File: config.mk
export PLATFORM = sky130hd
export DESIGN_NAME = alu_seq
export DESIGN_NICKNAME = d
export VERILOG_FILES = /design/src/rtl/alu_seq.sv
export SDC_FILE = /design/constraint.sdc
export NUM_CORES = 1
export LEC_CHECK = 0
export CAP_MARGIN = 20
export CORE_ASPECT_RATIO = 0.7
export CORE_MARGIN = 8
export CORE_UTILIZATION = 35
export CTS_CLUSTER_DIAMETER = 80
export DETAILED_ROUTE_END_ITERATION = 6
export GPL_ROUTABILITY_DRIVEN = 1
export PLACE_DENSITY = 0.57
export SETUP_SLACK_MARGIN = 0.2
export SYNTH_ARGS = -nofsm -noshare
export SYNTH_HDL_FRONTEND = slang
export SYNTH_SLANG_ARGS = --single-unit
File: constraint.sdc
create_clock -name clk -period 1.4 [get_ports clk]
set_input_delay 0.28 -clock clk [delete_from_list [all_inputs] [get_ports clk]]
set_output_delay 0.28 -clock clk [all_outputs]
set_load 0.01 [all_outputs]
File: src/rtl/alu_seq.sv
// Sequential ALU with a registered result and zero/carry flags. Most opcodes finish one cycle after start.
// Defining ALU_SEQ_MUL_EN adds a shift-add multiplier (opcode 1011) that finishes WIDTH+1 cycles after start.
module alu_seq #(
    parameter int WIDTH = 8
) (
    input  logic             clk,
    input  logic             rst,
    input  logic [WIDTH-1:0] inA,
    input  logic [WIDTH-1:0] inB,
    input  logic [3:0]       ALU_OP,
    input  logic             start,
    output logic             busy,
    output logic             done,
    output logic [WIDTH-1:0] result,
    output logic             SKZ_cmp,
    output logic             carry
);

    localparam logic [3:0] OP_ADD = 4'b0010;
    localparam logic [3:0] OP_AND = 4'b0011;
    localparam logic [3:0] OP_XOR = 4'b0100;
    localparam logic [3:0] OP_LDA = 4'b0101;
    localparam logic [3:0] OP_STO = 4'b0110;
    localparam logic [3:0] OP_SUB = 4'b1000;
    localparam logic [3:0] OP_SHL = 4'b1001;
    localparam logic [3:0] OP_SHR = 4'b1010;

`ifdef ALU_SEQ_MUL_EN
    localparam logic [3:0] OP_MUL = 4'b1011;
    localparam int         CW     = $clog2(WIDTH) + 1;

    typedef enum logic [1:0] {IDLE, MUL_RUN, DONE} state_t;
`else
    typedef enum logic [0:0] {IDLE, DONE} state_t;
`endif

    state_t state, state_next;

    // Returns {zero, carry, result} for every single-cycle opcode.
    function automatic logic [WIDTH+1:0] alu_eval(input logic [3:0] op,
                                                  input logic [WIDTH-1:0] a,
                                                  input logic [WIDTH-1:0] b);
        logic [WIDTH:0]   wide;
        logic [WIDTH-1:0] r;
        logic             c;
        logic             z;
        wide = '0;
        r    = a;
        c    = 1'b0;
        case (op)
            OP_ADD: begin
                wide = {1'b0, a} + {1'b0, b};
                r    = wide[WIDTH-1:0];
                c    = wide[WIDTH];
            end
            OP_AND: r = a & b;
            OP_XOR: r = a ^ b;
            OP_LDA: r = b;
            OP_STO: r = a;
            OP_SUB: begin
                r = a - b;
                c = (a < b);
            end
            OP_SHL: begin
                r = a << 1;
                c = a[WIDTH-1];
            end
            OP_SHR: begin
                r = a >> 1;
                c = a[0];
            end
            default: r = a;
        endcase
        // Pass-through and store opcodes report the accumulator, not the result.
        case (op)
            4'b0000, 4'b0001, 4'b0110, 4'b0111: z = (a == '0);
            default:                            z = (r == '0);
        endcase
        return {z, c, r};
    endfunction

`ifdef ALU_SEQ_MUL_EN
    logic [2*WIDTH-1:0] mcand;
    logic [WIDTH-1:0]   mplier;
    logic [2*WIDTH-1:0] acc;
    logic [CW-1:0]      count;
    logic [2*WIDTH-1:0] acc_next;
    logic               mul_last;

    assign acc_next = acc + (mplier[0] ? mcand : '0);
    assign mul_last = (count == CW'(WIDTH - 1));
`endif

    always_ff @(posedge clk or posedge rst) begin
        if (rst) begin
            state <= IDLE;
        end else begin
            state <= state_next;
        end
    end

    always_comb begin
        state_next = state;
        busy       = (state != IDLE);
        done       = (state == DONE);
        case (state)
            IDLE: begin
                if (start) begin
`ifdef ALU_SEQ_MUL_EN
                    state_next = (ALU_OP == OP_MUL) ? MUL_RUN : DONE;
`else
                    state_next = DONE;
`endif
                end
            end
`ifdef ALU_SEQ_MUL_EN
            MUL_RUN: begin
                if (mul_last) begin
                    state_next = DONE;
                end
            end
`endif
            DONE:    state_next = IDLE;
            default: state_next = IDLE;
        endcase
    end

    always_ff @(posedge clk or posedge rst) begin
        if (rst) begin
            result  <= '0;
            SKZ_cmp <= 1'b0;
            carry   <= 1'b0;
`ifdef ALU_SEQ_MUL_EN
            mcand   <= '0;
            mplier  <= '0;
            acc     <= '0;
            count   <= '0;
`endif
        end else begin
            if (state == IDLE && start) begin
`ifdef ALU_SEQ_MUL_EN
                if (ALU_OP == OP_MUL) begin
                    mcand  <= {{WIDTH{1'b0}}, inA};
                    mplier <= inB;
                    acc    <= '0;
                    count  <= '0;
                end else begin
                    {SKZ_cmp, carry, result} <= alu_eval(ALU_OP, inA, inB);
                end
`else
                {SKZ_cmp, carry, result} <= alu_eval(ALU_OP, inA, inB);
`endif
            end
`ifdef ALU_SEQ_MUL_EN
            // One multiplier bit per cycle; the final partial sum goes straight to the outputs.
            if (state == MUL_RUN) begin
                acc    <= acc_next;
                mcand  <= mcand << 1;
                mplier <= mplier >> 1;
                count  <= count + CW'(1);
                if (mul_last) begin
                    result  <= acc_next[WIDTH-1:0];
                    carry   <= |acc_next[2*WIDTH-1:WIDTH];
                    SKZ_cmp <= (acc_next[WIDTH-1:0] == '0);
                end
            end
`endif
        end
    end

endmodule

Yosys cells after proc, flatten, opt, wreduce, memory -nomap -nowiden
Index checks and enable logic that the tools add are counted.
{"block": "totals", "out_inout_bits": 12, "wordCells": 31, "reg_bits": 11}
{"block": "op_classes", "n_bitwise": 3, "reduce_logical": 5, "mux": 6, "n_eq_ne": 10, "magnitude_cmp": 1, "addsub": 2}
{"cell": "$pmux 8 s7", "n": 1}
{"cell": "$eq 4x3->1 const B", "n": 4}
{"cell": "$logic_not 8->1", "n": 2}
{"cell": "$eq 4x4->1 const B", "n": 3}
{"cell": "$add 8x8->9", "n": 1}
{"cell": "$and 8x8->8", "n": 1}
{"cell": "$eq 4x2->1 const B", "n": 2}
{"cell": "$lt 8x8->1", "n": 1}
{"cell": "$mux 8", "n": 1}
{"cell": "$sub 8x8->8", "n": 1}
{"cell": "$xor 8x8->8", "n": 1}
{"cell": "$eq 4x1->1 const B", "n": 1}
{"cell": "$logic_not 4->1", "n": 1}
{"cell": "$pmux 1 s4", "n": 1}
{"cell": "$reduce_or 4->1", "n": 1}
{"cell": "$mux 1", "n": 2}
{"cell": "$pmux 1 s2", "n": 1}
{"cell": "$logic_and 1x1->1", "n": 1}
{"cell": "$not 1->1", "n": 1}

Depth between registers and ports, before layout
{"block": "logic_depth", "word_depth": 5, "depth_mapped": 11}

Worst setup path before layout
OpenSTA, ideal clock, no wires.
{"block": "synth_path", "kind": "input to register", "from": "input inA[0]", "to": "register SKZ_cmp", "t_required_ns": 1.324, "setup_ns": 0.076, "setup_slack_ns": -1.192, "stages": 11, "t_arrival_ns": 2.515, "cell_sequence": "inv_1 ha_1 inv_1 fa_1 xor2_1 a22o_1 a221o_1 nor4_2 nand4_1 or4_1 o21ai_1"}
{"block": "synth_between", "elab_chain_cells": 5}
{"item": "start: declaration", "line_no": "8", "source": "input logic [WIDTH-1:0] inA,"}
{"item": "$sub 8x8->8 (tied with other cells)", "line_no": "61", "source": "r = a - b;"}
{"item": "$pmux 8 s7", "line_no": "50", "source": "case (op)"}
{"item": "$mux 8", "line_no": "140", "source": "if (state == IDLE && start) begin"}
{"item": "$logic_not 8->1", "line_no": "77", "source": "default: z = (r == '0);"}
{"item": "$mux 1 *", "line_no": "75", "source": "case (op)"}
{"item": "end signal: assignment", "line_no": "151", "source": "{SKZ_cmp, carry, result} <= alu_eval(ALU_OP, inA, inB);"}
{"item": "end: declaration", "line_no": "15", "source": "output logic SKZ_cmp,"}
Every way passes the cells marked *; elsewhere a longest branch is shown, timed or not. The select of a mux whose other input is x is not followed.
A chain may end at the register's enable or synchronous reset.

Worst setup path after layout
Ends and elaborated chain as after synthesis.

==> run summary <==
Sequential fraction of the synthesis area -> 15.0%
Routability cong. -> 0.932
Worst-path cell chain -> buf_6 -> buf_8 -> inv_12 -> ha_4 -> inv_2 -> fa_2 -> buf_4 -> a211oi_2 -> nor2_2 -> a41o_1 -> o32a_1 -> or4_1 -> o21ai_1
Final Hold Viols -> 0
Final ANT Viol Nets -> 0
Worst slew margin -> 56.9%
Met1 WL -> 3410 um
Async SR Flop Fraction -> 100%
Failing checks -> setup timing
Most frequent cells in the layout -> buf_4 (92), nand2_1 (20), buf_6 (15), nor2_1 (12)
Tmin final -> 2.61 ns
Overflow after GRT -> 0
Share of layout cells above drive strength 1 -> 49.7%
Chip height -> 76.6 um
CTS Sinks -> 11
Iter 0 DRT Violations -> 170
Via Count -> 2460
Largest net degree at the start of global routing -> 19
Mapped Avg Cell Area -> 7.46 um^2
Critical Path Max Stage Delay -> 0.51 ns
Outcome -> finished with violations
Final WS setup -> -1.21 ns
Initial antenna violation count -> 0
Net Count, Synth -> 288
H-tree levels -> 1
Vias in the first global route -> 2432
Worst flop-to-flop path startpoint -> busy$_DFF_PP0_
Flops & latches, synth -> 11
Peak supply drop -> 0.231 mV
Most common cell after layout, fill and taps aside -> buf_4
Pwr dens -> 583 nW/um^2
Worst-skew pair later-pin latency -> 0.24 ns
Die area -> 7850 um^2
Synth-to-layout area growth -> 87.3%
DP HPWL -> 5690 um
# IOs -> 35
Cell count after synthesis -> 246
Die W -> 103 um
Yosys warns -> 0
First-pass iteration count of the detailed router -> 5
Setup Crit Path Kind -> input pin to register
Final WL -> 7510 um
Total track usage -> 19.4%
TritonCTS buffer count -> 3
Highest metal used -> met4
Period utilization -> 187%
Worst Setup End Kind -> register
TritonCTS clock tree -> built
Port Buf Inserts -> 34
Max-slew violations -> 0
Min-Delay Path Class -> input pin to asynchronous set/reset pin
Vias per cell -> 5.52
Final Skew -> 0.000450 ns
Max Fclk -> 0.382 GHz
Layout Nets -> 417
Setup crit start -> inA[0]
Startpoint Class -> input pin
Overall Power -> 2.00 mW
Max Buffers Root-to-Sink -> 2
EDFF count, synth -> 0
N_diodes -> 0
Core footprint -> 5150 um^2
Root buffer cell -> clkbuf_8
Wire length per cell -> 16.8 um
Req. time, crit path -> 1.57 ns
Worst Max-Slew Pin Slew -> 0.642 ns
WL met2 -> 3380 um
Synth cell types -> 63
DP Worst Slack -> -1.83 ns
First-pass GRT wire length -> 12300 um
Crit path buffers/inverters -> 5
Max-Cap Viols -> 0
Worst Path Arrival -> 2.78 ns
Routed wl met3 -> 625 um
Crit-path max FO -> 3
Critical path's top delay family -> compound AO/OA/AOI/OAI gates
Clock transition at path regs -> 0.05 ns
RSZ-0062 raised after global routing -> true
FP Rows -> 22
Main flop type after synthesis -> dfrtp_1
Static Leak -> 1.51 nW
Slowest CP cell -> or4_1
Final setup fails -> 10
Synth Cell Area -> 1840 um^2
Initial core utilization -> 35.7%
Residual DRC -> 0
[metrics by stage]
stage          std cells  util, %  instance area [um^2]  TNS, ns  hold slack [ns]
2_1_floorplan        246        -                  1970    -4.87            0.132
3_3_place_gp         428     58.0                  2990   -13.80            0.463
3_5_place_dp         428     58.0                  2990   -13.75            0.477
4_1_cts              441     64.7                  3330    -7.02            0.348
5_1_grt              446     66.8                  3440    -8.03            0.382
6_report             446     66.8                  3440    -7.44            0.330
[flip-flops by register name, indices dropped and copies added (netlist names)]
signal,cells
SKZ_cmp,1
busy,1
carry,1
result,8
[power breakdown]
part	switching (mW)	total, mW	leakage [nW]	internal (mW)
combinational	0.601	1.28	1.35	0.684
clock	0.122	0.322	0.0228	0.200
sequential	0.0261	0.395	0.137	0.369
[final timing paths]
kind | endpoint | slack [ns] | cells after the start
max | SKZ_cmp$_DFFE_PP0P_ | -1.21 | 13
max in group asynchronous | SKZ_cmp$_DFFE_PP0P_ | 0.79 | 2
max reg2reg | SKZ_cmp$_DFFE_PP0P_ | -0.25 | 5
min in group clk | result[2]$_DFFE_PP0P_ | 0.46 | 2
min reg2reg | result[2]$_DFFE_PP0P_ | 0.46 | 2
min | result[3]$_DFFE_PP0P_ | 0.33 | 2
[cell families (layout without fill, tap and decap cells)]
group / after synthesis / in the layout / synth area share, %
AND/OR/NAND/NOR: 86 / 86 / 26.2
AO/OA/AOI/OAI: 85 / 85 / 32.4
buffers and inverters: 38 / 166 / 8.86
adder cells (fa/ha/maj): 19 / 19 / 13.8
flip-flops: 11 / 11 / 15.0
multiplexers: 4 / 4 / 2.39
XOR/XNOR: 3 / 3 / 1.43
[worst reg2reg max path, delay by kind of cell, from the launching register on]
kind,cells,cell delay [ns]
simple gates,4,1.10
compound gates,1,0.12
flops,1,0.36
[routing by layer]
| layer | vias up | track usage [%] |
|---|---|---|
| li1 | 1183 | - |
| met1 | 1168 | 26.7 |
| met2 | 100 | 30.1 |
| met3 | 9 | 4.47 |
| met4 | 0 | 3.07 |
| met5 | - | 0 |
[final cells by class]
class	instances	area [um^2]
fill	426	1710
inverter	21	96.3
sequential	11	275
tap	72	90.1
clock buffer	4	45.0
multi-input combinational	197	1750
timing repair buffer	141	1180
[what timing repair did]
action,CTS,global route
hold buffers,0,0
pin swaps,33,14
setup buffers,9,5
gates resized for setup,123,26
endpoints found under the setup margin,23,18
[cell usage after synthesis, drive strengths merged (2+ instances only)]
library cell	count	area (um^2)
a22o	5	43.8
nor4	6	43.8
fa	2	40.0
nand4	2	12.5
buf	7	46.3
dfrtp	11	275
a221oi	2	17.5
nor2b	11	68.8
o22ai	4	25.0
mux2	3	33.8
nor2	15	56.3
xnor2	2	17.5
o32a	3	30.0
a31oi	3	18.8
nand2	21	78.8
clkbuf	10	37.5
or3b	2	17.5
nand3	2	10.0
o311ai	2	17.5
nor4b	3	32.5
a211o	2	17.5
nor3	9	45.0
inv	20	75.1
o211ai	2	15.0
ha	17	213
o21ai	21	105
a221o	2	20.0
or3	2	17.5
a211oi	5	42.5
o2111ai	2	17.5
a21oi	11	55.1
o31ai	3	22.5
o21a	2	15.0
a22oi	8	60.1
nand2b	6	37.5
(Power assumes the default switching activity.)
